**config.mk**
```make
export PLATFORM = sky130hd
export DESIGN_NAME = mem_access_unit_flat
export DESIGN_NICKNAME = d
export VERILOG_FILES = /design/src/rtl/mem_access_pkg.sv /design/src/rtl/mem_access_unit_if.sv /design/src/rtl/mem_lane_align.sv /design/src/rtl/mem_access_unit.sv /design/src/flat_wrapper.sv
export SDC_FILE = /design/constraint.sdc
export NUM_CORES = 1
export LEC_CHECK = 0
export BUFFER_PORTS_ARGS = -buffer_cell sky130_fd_sc_hd__buf_2
export CAP_MARGIN = 20
export CELL_PAD_IN_SITES_DETAIL_PLACEMENT = 1
export CELL_PAD_IN_SITES_GLOBAL_PLACEMENT = 1
export CORE_MARGIN = 4
export CORE_UTILIZATION = 35
export DETAILED_ROUTE_END_ITERATION = 10
export PLACE_DENSITY_LB_ADDON = 0.2
export SYNTH_ARGS = -nofsm -noshare
export SYNTH_HDL_FRONTEND = slang
export SYNTH_SLANG_ARGS = --single-unit
```
**constraint.sdc**
```tcl
create_clock -name clk -period 8.7 [get_ports clk]
set_clock_uncertainty 0.05 [all_clocks]
set_input_delay 1.305 -clock clk [delete_from_list [all_inputs] [get_ports clk]]
set_output_delay 1.305 -clock clk [all_outputs]
set_load 0.02 [all_outputs]
```
**src/rtl/mem_access_pkg.sv**
```systemverilog
// Shared types for the MEM-stage load/store controller.
// Size encodings, FSM states and the alignment rule.
package mem_access_pkg;

    localparam logic [1:0] SIZE_BYTE = 2'b00;
    localparam logic [1:0] SIZE_HALF = 2'b01;
    localparam logic [1:0] SIZE_WORD = 2'b10;

    typedef enum logic [2:0] {
        IDLE,
        RD,
        LFIN,
        RMW_RD,
        MERGE,
        WR,
        DONE
    } state_t;

    // Size 2'b11 is handled as a word.
    function automatic logic is_misaligned(
        input logic [1:0] size,
        input logic [1:0] off
    );
        if (size == SIZE_BYTE) return 1'b0;
        if (size == SIZE_HALF) return off[0];
        return off != 2'b00;
    endfunction

    // Byte and half stores need a read-modify-write.
    function automatic logic is_partial(input logic [1:0] size);
        return size == SIZE_BYTE || size == SIZE_HALF;
    endfunction

endpackage

```
**src/rtl/mem_access_unit_if.sv**
```systemverilog
// Pipeline-side request/response bundle of the MEM-stage unit.
// master = pipeline, slave = mem_access_unit.
interface mem_access_unit_if #(
    parameter int ADDR_W = 32
);
    logic              req;
    logic              store;
    logic [1:0]        size;
    logic              uns;
    logic [ADDR_W-1:0] addr;
    logic [31:0]       wdata;
    logic              busy;
    logic              done;
    logic [31:0]       rdata;
    logic              misaligned;

    modport master (
        output req, store, size, uns, addr, wdata,
        input  busy, done, rdata, misaligned
    );

    modport slave (
        input  req, store, size, uns, addr, wdata,
        output busy, done, rdata, misaligned
    );
endinterface

```
**src/rtl/mem_lane_align.sv**
```systemverilog
// Big-endian lane logic: load extract/extend and store lane merge.
// Byte offset 0 is bits [31:24].
module mem_lane_align
    import mem_access_pkg::*;
(
    input  logic [1:0]  size_i,
    input  logic        uns_i,
    input  logic [1:0]  off_i,
    input  logic [31:0] word_i,
    input  logic [31:0] wdata_i,
    output logic [31:0] load_o,
    output logic [31:0] merged_o
);

    logic [7:0]  byte_v;
    logic [15:0] half_v;

    // Pick the addressed lane and extend it to 32 bits
    always_comb begin
        byte_v = 8'h00;
        unique case (off_i)
            2'd0: byte_v = word_i[31:24];
            2'd1: byte_v = word_i[23:16];
            2'd2: byte_v = word_i[15:8];
            2'd3: byte_v = word_i[7:0];
        endcase
        half_v = off_i[1] ? word_i[15:0] : word_i[31:16];
        if (size_i == SIZE_BYTE)
            load_o = {{24{byte_v[7] & ~uns_i}}, byte_v};
        else if (size_i == SIZE_HALF)
            load_o = {{16{half_v[15] & ~uns_i}}, half_v};
        else
            load_o = word_i;
    end

    // Overlay the store byte/half onto the word read back
    always_comb begin
        merged_o = word_i;
        if (size_i == SIZE_BYTE) begin
            unique case (off_i)
                2'd0: merged_o[31:24] = wdata_i[7:0];
                2'd1: merged_o[23:16] = wdata_i[7:0];
                2'd2: merged_o[15:8]  = wdata_i[7:0];
                2'd3: merged_o[7:0]   = wdata_i[7:0];
            endcase
        end else if (size_i == SIZE_HALF) begin
            if (off_i[1]) merged_o[15:0]  = wdata_i[15:0];
            else          merged_o[31:16] = wdata_i[15:0];
        end else begin
            merged_o = wdata_i;
        end
    end

endmodule

```
**src/rtl/mem_access_unit.sv**
```systemverilog
// MIPS MEM-stage load/store controller in front of a word-wide memory.
// Optional alignment trap: define MEM_ALIGN_CHECK_EN.
module mem_access_unit
    import mem_access_pkg::*;
#(
    parameter int ADDR_W = 32
) (
    input  logic              clk,
    input  logic              rst,
    mem_access_unit_if.slave  bus,
    output logic [ADDR_W-1:0] mem_address,
    output logic [31:0]       mem_word_in,
    output logic              mem_read,
    output logic              mem_write,
    input  logic [31:0]       mem_word_out
);

    state_t            state_q;
    logic [1:0]        size_q;
    logic              uns_q;
    logic [1:0]        off_q;
    logic [31:0]       wdata_q;
    logic [31:0]       rdata_q;
    logic [ADDR_W-1:0] mem_address_q;
    logic [31:0]       mem_word_in_q;
    logic [31:0]       load_val;
    logic [31:0]       merged;
    logic              mis_req;

    mem_lane_align u_align (
        .size_i   (size_q),
        .uns_i    (uns_q),
        .off_i    (off_q),
        .word_i   (mem_word_out),
        .wdata_i  (wdata_q),
        .load_o   (load_val),
        .merged_o (merged)
    );

`ifdef MEM_ALIGN_CHECK_EN
    logic mis_q;

    assign mis_req = is_misaligned(bus.size, bus.addr[1:0]);

    // Remember whether the accepted request trapped on alignment
    always_ff @(posedge clk or posedge rst) begin
        if (rst)
            mis_q <= 1'b0;
        else if (state_q == IDLE && bus.req)
            mis_q <= mis_req;
    end

    assign bus.misaligned = mis_q && (state_q == DONE);
`else
    assign mis_req        = 1'b0;
    assign bus.misaligned = 1'b0;
`endif

    // Sequencer: accept, memory cycles, lane work, completion
    always_ff @(posedge clk or posedge rst) begin
        if (rst) begin
            state_q       <= IDLE;
            size_q        <= 2'b00;
            uns_q         <= 1'b0;
            off_q         <= 2'b00;
            wdata_q       <= '0;
            rdata_q       <= '0;
            mem_address_q <= '0;
            mem_word_in_q <= '0;
        end else begin
            unique case (state_q)
                IDLE: if (bus.req) begin
                    size_q        <= bus.size;
                    uns_q         <= bus.uns;
                    off_q         <= bus.addr[1:0];
                    wdata_q       <= bus.wdata;
                    mem_address_q <= {bus.addr[ADDR_W-1:2], 2'b00};
                    mem_word_in_q <= bus.wdata;
                    if (mis_req)
                        state_q <= DONE;
                    else if (!bus.store)
                        state_q <= RD;
                    else if (is_partial(bus.size))
                        state_q <= RMW_RD;
                    else
                        state_q <= WR;
                end
                RD:     state_q <= LFIN;
                LFIN: begin
                    rdata_q <= load_val;
                    state_q <= DONE;
                end
                RMW_RD: state_q <= MERGE;
                MERGE: begin
                    mem_word_in_q <= merged;
                    state_q       <= WR;
                end
                WR:     state_q <= DONE;
                DONE:   state_q <= IDLE;
                default: state_q <= IDLE;
            endcase
        end
    end

    assign mem_read    = (state_q == RD) || (state_q == RMW_RD);
    assign mem_write   = (state_q == WR);
    assign mem_address = mem_address_q;
    assign mem_word_in = mem_word_in_q;
    assign bus.busy    = (state_q != IDLE) && (state_q != DONE);
    assign bus.done    = (state_q == DONE);
    assign bus.rdata   = rdata_q;

endmodule

```
**src/flat_wrapper.sv**
```systemverilog
// flat-port wrapper written by rule: the top's interface ports become plain ports
module mem_access_unit_flat import mem_access_pkg::*;
#(
    parameter int ADDR_W = 32
)
  (clk, rst, mem_address, mem_word_in, mem_read, mem_write, mem_word_out, bus_req, bus_store, bus_size, bus_uns, bus_addr, bus_wdata, bus_busy, bus_done, bus_rdata, bus_misaligned);
  mem_access_unit_if #(.ADDR_W(ADDR_W)) bus_i ();
  input  logic clk;
  input  logic rst;
  output logic [ADDR_W-1:0] mem_address;
  output logic [31:0] mem_word_in;
  output logic mem_read;
  output logic mem_write;
  input  logic [31:0] mem_word_out;
  input wire logic [$bits(bus_i.req)-1:0] bus_req;
  input wire logic [$bits(bus_i.store)-1:0] bus_store;
  input wire logic [$bits(bus_i.size)-1:0] bus_size;
  input wire logic [$bits(bus_i.uns)-1:0] bus_uns;
  input wire logic [$bits(bus_i.addr)-1:0] bus_addr;
  input wire logic [$bits(bus_i.wdata)-1:0] bus_wdata;
  output wire logic [$bits(bus_i.busy)-1:0] bus_busy;
  output wire logic [$bits(bus_i.done)-1:0] bus_done;
  output wire logic [$bits(bus_i.rdata)-1:0] bus_rdata;
  output wire logic [$bits(bus_i.misaligned)-1:0] bus_misaligned;
  assign bus_i.req = bus_req;
  assign bus_i.store = bus_store;
  assign bus_i.size = bus_size;
  assign bus_i.uns = bus_uns;
  assign bus_i.addr = bus_addr;
  assign bus_i.wdata = bus_wdata;
  assign bus_busy = bus_i.busy;
  assign bus_done = bus_i.done;
  assign bus_rdata = bus_i.rdata;
  assign bus_misaligned = bus_i.misaligned;
  mem_access_unit #(.ADDR_W(ADDR_W)) u_core (.clk(clk), .rst(rst), .bus(bus_i), .mem_address(mem_address), .mem_word_in(mem_word_in), .mem_read(mem_read), .mem_write(mem_write), .mem_word_out(mem_word_out));
endmodule
```
* Yosys cells after proc, flatten, opt, wreduce, memory -nomap -nowiden
Index checks and enable logic that the tools add are counted.
** Word-level totals
- Flip-flop bits (word level) :: 134
- Input bits :: 103
- Output and inout bits :: 101
- Logic and storage cells :: 54
** Cells by class
- Equal/unequal tests :: 13
- Muxes and demuxes :: 18
- Bitwise gates (word level) :: 3
- Reduce and logical (&&, ||, !) cells :: 12
** Operator list (count)
- 2-to-1 mux 32 bit :: 5
- case mux 32 bit (2 select lines) :: 1
- 2-to-1 mux 16 bit :: 3
- 2-to-1 mux 8 bit :: 4
- case mux 8 bit (4 select lines) :: 1
- case mux 3 bit (5 select lines) :: 1
- == test 3 bit (second input constant) :: 3
- 2-to-1 mux 3 bit :: 3
- == test 2 x 1 -> 1 bit (second input constant) :: 3
- == test 3 x 2 -> 1 bit (second input constant) :: 2
- logical NOT 2 bit :: 3
- == test 2 bit (second input constant) :: 2
- AND reduction 2 bit :: 2
- == test 3 x 1 -> 1 bit (second input constant) :: 1
- logical NOT 3 bit :: 1
- inequality test 3 bit (second input constant) :: 1
- nonzero test 3 bit :: 1
- bitwise AND 1 bit :: 2
- logical OR 1 bit :: 2
- inequality test 2 bit (second input constant) :: 1
- nonzero test 2 bit :: 1
- OR reduction 2 bit :: 1
- logical AND 1 bit :: 1
- inverter 1 bit :: 1

* Logic depth before layout (Yosys ltp)
- Word-level depth :: 6
- Gate-level depth with buffers :: 7
- Depth with buffers taken out :: 4

* Modules after synthesis
A second synthesis with hierarchy kept.
** Unflattened totals
- Cell total of the unflattened synthesis :: 586
- Area total of the unflattened synthesis :: 7243.2 µm²
** By module, submodules not included
- mem_access_unit :: instances 1, cells each 344, area each 5367.6 µm², sequential area each 3353.2 µm²
- mem_lane_align :: instances 1, cells each 242, area each 1875.5 µm², sequential area each 0.0 µm²

* Worst setup path after synthesis
No wires, ideal clock.
- Path kind :: input to register
- Start :: in mem_word_out[31]
- End :: reg u_core.rdata_q[17], in the netlist u_core.bus.rdata[17]
- Library setup time :: 0.121 ns
- Arrival :: 2.269 ns
- Required time :: 8.529 ns
- Slack :: 6.261 ns
- Stages on the path :: 5
- Buffers on the path :: 1
- Cells stage by stage :: nor3_1 -> nor3_4 -> a211oi_4 -> buf_6 -> a21oi_2
** Between the ends
- Cells in the longest elaborated chain, start to end :: 4
- Elaborated cells between the ends (all ways) :: 6
- Those cells by class :: mux: 4; bitwise: 2
** RTL lines
- start, declared :: line flat_wrapper.sv:14 : input logic [31:0] mem_word_out;
- 2-to-1 mux 16 bit :: line mem_lane_align.sv:27 : half_v = off_i[1] ? word_i[15:0] : word_i[31:16];
- bitwise AND 1 bit :: line mem_lane_align.sv:31 : load_o = {{16{half_v[15] & ~uns_i}}, half_v};
- 2-to-1 mux 32 bit :: line mem_lane_align.sv:30 : else if (size_i == SIZE_HALF)
- 2-to-1 mux 32 bit * :: line mem_lane_align.sv:28 : if (size_i == SIZE_BYTE)
- end signal, assigned :: line mem_access_unit.sv:90 : rdata_q <= load_val;
- end, declared :: line mem_access_unit.sv:23 : logic [31:0] rdata_q;
Mark *: on every way between the ends. The rest lies on a longest branch, timed or not.
A chain may end at the register's enable or synchronous reset.

* Worst setup path in the final report
- Start :: reg u_core.state_q[2]
- End :: out bus_done
** Between the ends
- Cells in the longest elaborated chain, start to end :: 1
** RTL lines
- start, declared :: line mem_access_unit.sv:18 : state_t state_q;
- start signal, assigned :: line mem_access_unit.sv:62 : state_q <= IDLE;
- start signal, assigned :: line mem_access_unit.sv:80 : state_q <= DONE;
- start signal, assigned :: line mem_access_unit.sv:82 : state_q <= RD;
- == test 3 bit :: line mem_access_unit.sv:110 : assign bus.done = (state_q == DONE);
- end, declared :: line flat_wrapper.sv:22 : output wire logic [$bits(bus_i.done)-1:0] bus_done;
No other way between the ends.

==> flow_metrics.env <==
export IMPL_status="complete, no violations"
export IMPL_critPathKind="register to primary output"
export IMPL_cp_end_kind="primary output"
export IMPL_cts_resized=0
export IMPL_final_hold_violation_count=0
export IMPL_place_congestion=0.827
export IMPL_crit_family="flip-flops"
export IMPL_rows=50
export IMPL_ir_drop_mv=0.236
export IMPL_final_cells=1179
export IMPL_layout_commonest_cell="nand2_1"
export IMPL_drv_slew=0
export IMPL_fp_coreArea_um2=18800
export IMPL_start_util=0.357
export IMPL_fp_dieH_um=147
export IMPL_drc=0
export IMPL_post_cts_buffers=0
export IMPL_clk_pin_slew_ps=60
export IMPL_slowest_delay_ps=630
export IMPL_drt_wirelength_per_cell_um=20.1
export IMPL_hold_buffers=0
export IMPL_finalInstanceArea_um2=8390
export IMPL_cp_required_ps=7340
export IMPL_synth_distinct_cells=55
export IMPL_cap_viol_max_count=0
export IMPL_yosysSeqAreaShare=0.499
export IMPL_path_buf_inv=1
export IMPL_path_max_fanout=11
export IMPL_synth_edf_count=0
export IMPL_fin_setup_tns_ps=0
export IMPL_setup_viol_count_final=0
export IMPL_cts_tree="yes"
export IMPL_timing_hold_ws_ps=416
export IMPL_cellPowerDensity_nw_per_um2=434
export IMPL_root_buffer="clkbuf_16"
export IMPL_rsz0062_at_grt="no"
export IMPL_grt_pass1_wl_mm=37.4
export IMPL_synthCells=730
export IMPL_clkSinkCount=134
export IMPL_grt_overflow=0
export IMPL_final_cell_mix="nand2_1 (265), buf_2 (200), dfrtp_1 (134)"
export IMPL_grt_antenna_before_repair=1
export IMPL_syn_to_final_growth_pct=24.8
export IMPL_max_freq_ghz=0.340
export IMPL_worst_slew_pin_slew_ps=965
export IMPL_utilization=0.446
export IMPL_io_pins=204
export IMPL_clockBufferDepth=2
export IMPL_fill_cells=2265
export IMPL_synth_seq_cells=134
export IMPL_relSlewSlack=0.354
export IMPL_final_nets=1008
export IMPL_drt_total_wl_mm=23.6
export IMPL_finalCritPeriodShare=0.338
export IMPL_hp_class="register to register"
export IMPL_crit_slowest_cell="dfrtp_1"
export IMPL_synthTopCellsByArea="dfrtp_1 (50%), nand2_1 (15%), nor2_1 (2.6%)"
export IMPL_drt_iter0_markers=459
export IMPL_syn_cell_area_um2=6730
export IMPL_min_period_ps=2940
export IMPL_synth_avg_cell_area_um2=9.21
export IMPL_cp_start_kind="register"
export IMPL_power_leakage_uw=0.00416
export IMPL_drtAntennaViolNets=0
export IMPL_worstPathArrival_ps=1590
export IMPL_synth_top_cell_by_area="dfrtp_1"
export IMPL_clkLatencyLatePin_ps=420
export IMPL_synth_top_area_frac=0.499
export IMPL_ys_flop_type="dfrtp_1"
export IMPL_firstDrtPassIters=5
export IMPL_grt_max_degree=69
export IMPL_grt_use_total=0.220
export IMPL_ys_warnings_count=0
export IMPL_viasPerCell=5.31
export IMPL_die_w_um=147
export IMPL_io_buffers=200
export IMPL_die_area_um2=21500
export IMPL_via_count=6258
export IMPL_placed_area_um2=7830
export IMPL_path_cells="and2_1, nor2b_1, buf_2"
export IMPL_numCtsBuffers=17
export IMPL_place_inst=1145
export IMPL_cts_max_level=4
export IMPL_dp_hpwl_mm=16.6
export IMPL_drive_above_1_share=0.310
export IMPL_grt_pass1_vias=6420
export IMPL_synth_async_reset_ratio=1.00
cells in the mapped netlist, types with 9 or more instances:
cell type  count
nor2_1        46
o211ai_1      13
buf_2         12
a21oi_1       18
a221oi_1       9
mux2_2        15
o22ai_1       17
buf_4         15
clkbuf_1      25
o31ai_1        9
dfrtp_1      134
a21oi_2       10
nand2_1      265
o21ai_0       12
mux2i_1       13
a31oi_1        9
registers in the layout (all words and copies together) (netlist names):
signal and count:
u_core.state_q 3, u_core.size_q 2, u_core.mem_word_in 32, u_core.bus.rdata 32, u_core.off_q 2, u_core.uns_q 1
u_core.mem_address 30, u_core.wdata_q 32
layout make-up:
cell class / count / area [um2] / share of cell area
Clock buffer: 19 / 433 / 0.0516
Inverter: 5 / 23.8 / 0.00283
Clock inverter: 13 / 123 / 0.0146
Sequential cell: 134 / 3350 / 0.400
Tap cell: 260 / 325 / 0.0388
Multi-Input combinational cell: 536 / 3050 / 0.363
Antenna cell: 1 / 2.50 / 0.000298
Timing Repair Buffer: 211 / 1080 / 0.129
power breakdown:
| part | internal, uW | switching (uW) | leakage [uW] |
|---|---|---|---|
| combinational | 638 | 1130 | 0.00227 |
| sequential | 932 | 242 | 0.00162 |
| clock | 396 | 300 | 0.000261 |
| total | 1970 | 1670 | 0.00416 |
cells by family after synthesis:
kind of cell / count (synthesis) / synth area share
AND/OR/NAND/NOR: 341 / 0.209
buffers and inverters: 62 / 0.0508
AO/OA/AOI/OAI: 157 / 0.174
multiplexers: 35 / 0.0679
other: 1 / 0.000558
flip-flops: 134 / 0.499
worst paths after layout:
check / slack, ps / to / cells after the start / from
max reg2reg: 6070 / u_core.bus.rdata[31] / 4 / u_core.off_q[0]
max: 5760 / bus_done / 3 / u_core.state_q[2]
min in group asynchronous: 900 / u_core.mem_address[15] / 2 / rst
min: 420 / u_core.mem_address[17] / 2 / u_core.mem_address[17]
max in group asynchronous: 6370 / u_core.bus.rdata[7] / 3 / rst
min reg2reg: 420 / u_core.mem_address[17] / 2 / u_core.mem_address[17]
metal layers:
| layer | vias to the layer above | part of all wire | GRT usage |
|---|---|---|---|
| met5 | - | 0.00030 | 0 |
| met4 | 2 | 0.018 | 0.0607 |
| met3 | 30 | 0.072 | 0.0621 |
| met2 | 234 | 0.45 | 0.331 |
| met1 | 3125 | 0.46 | 0.312 |
| li1 | 2867 | - | - |
stage by stage:
step | setup slack (ps) | power, uW
after floorplan | 3760 | 2390
after global placement | 5640 | 2930
after detailed placement | 5580 | 2960
after CTS | 5740 | 3670
after global routing | 5660 | 3910
final | 5760 | 3640
worst reg2reg max path, stage by stage, from the launching register on:
cell	delay (ps)
dfrtp_1	630
nand2b_1	470
a2bb2oi_1	270
a211oi_4	880
a21oi_1	160
No activity file was read; power rests on OpenSTA's default activity.
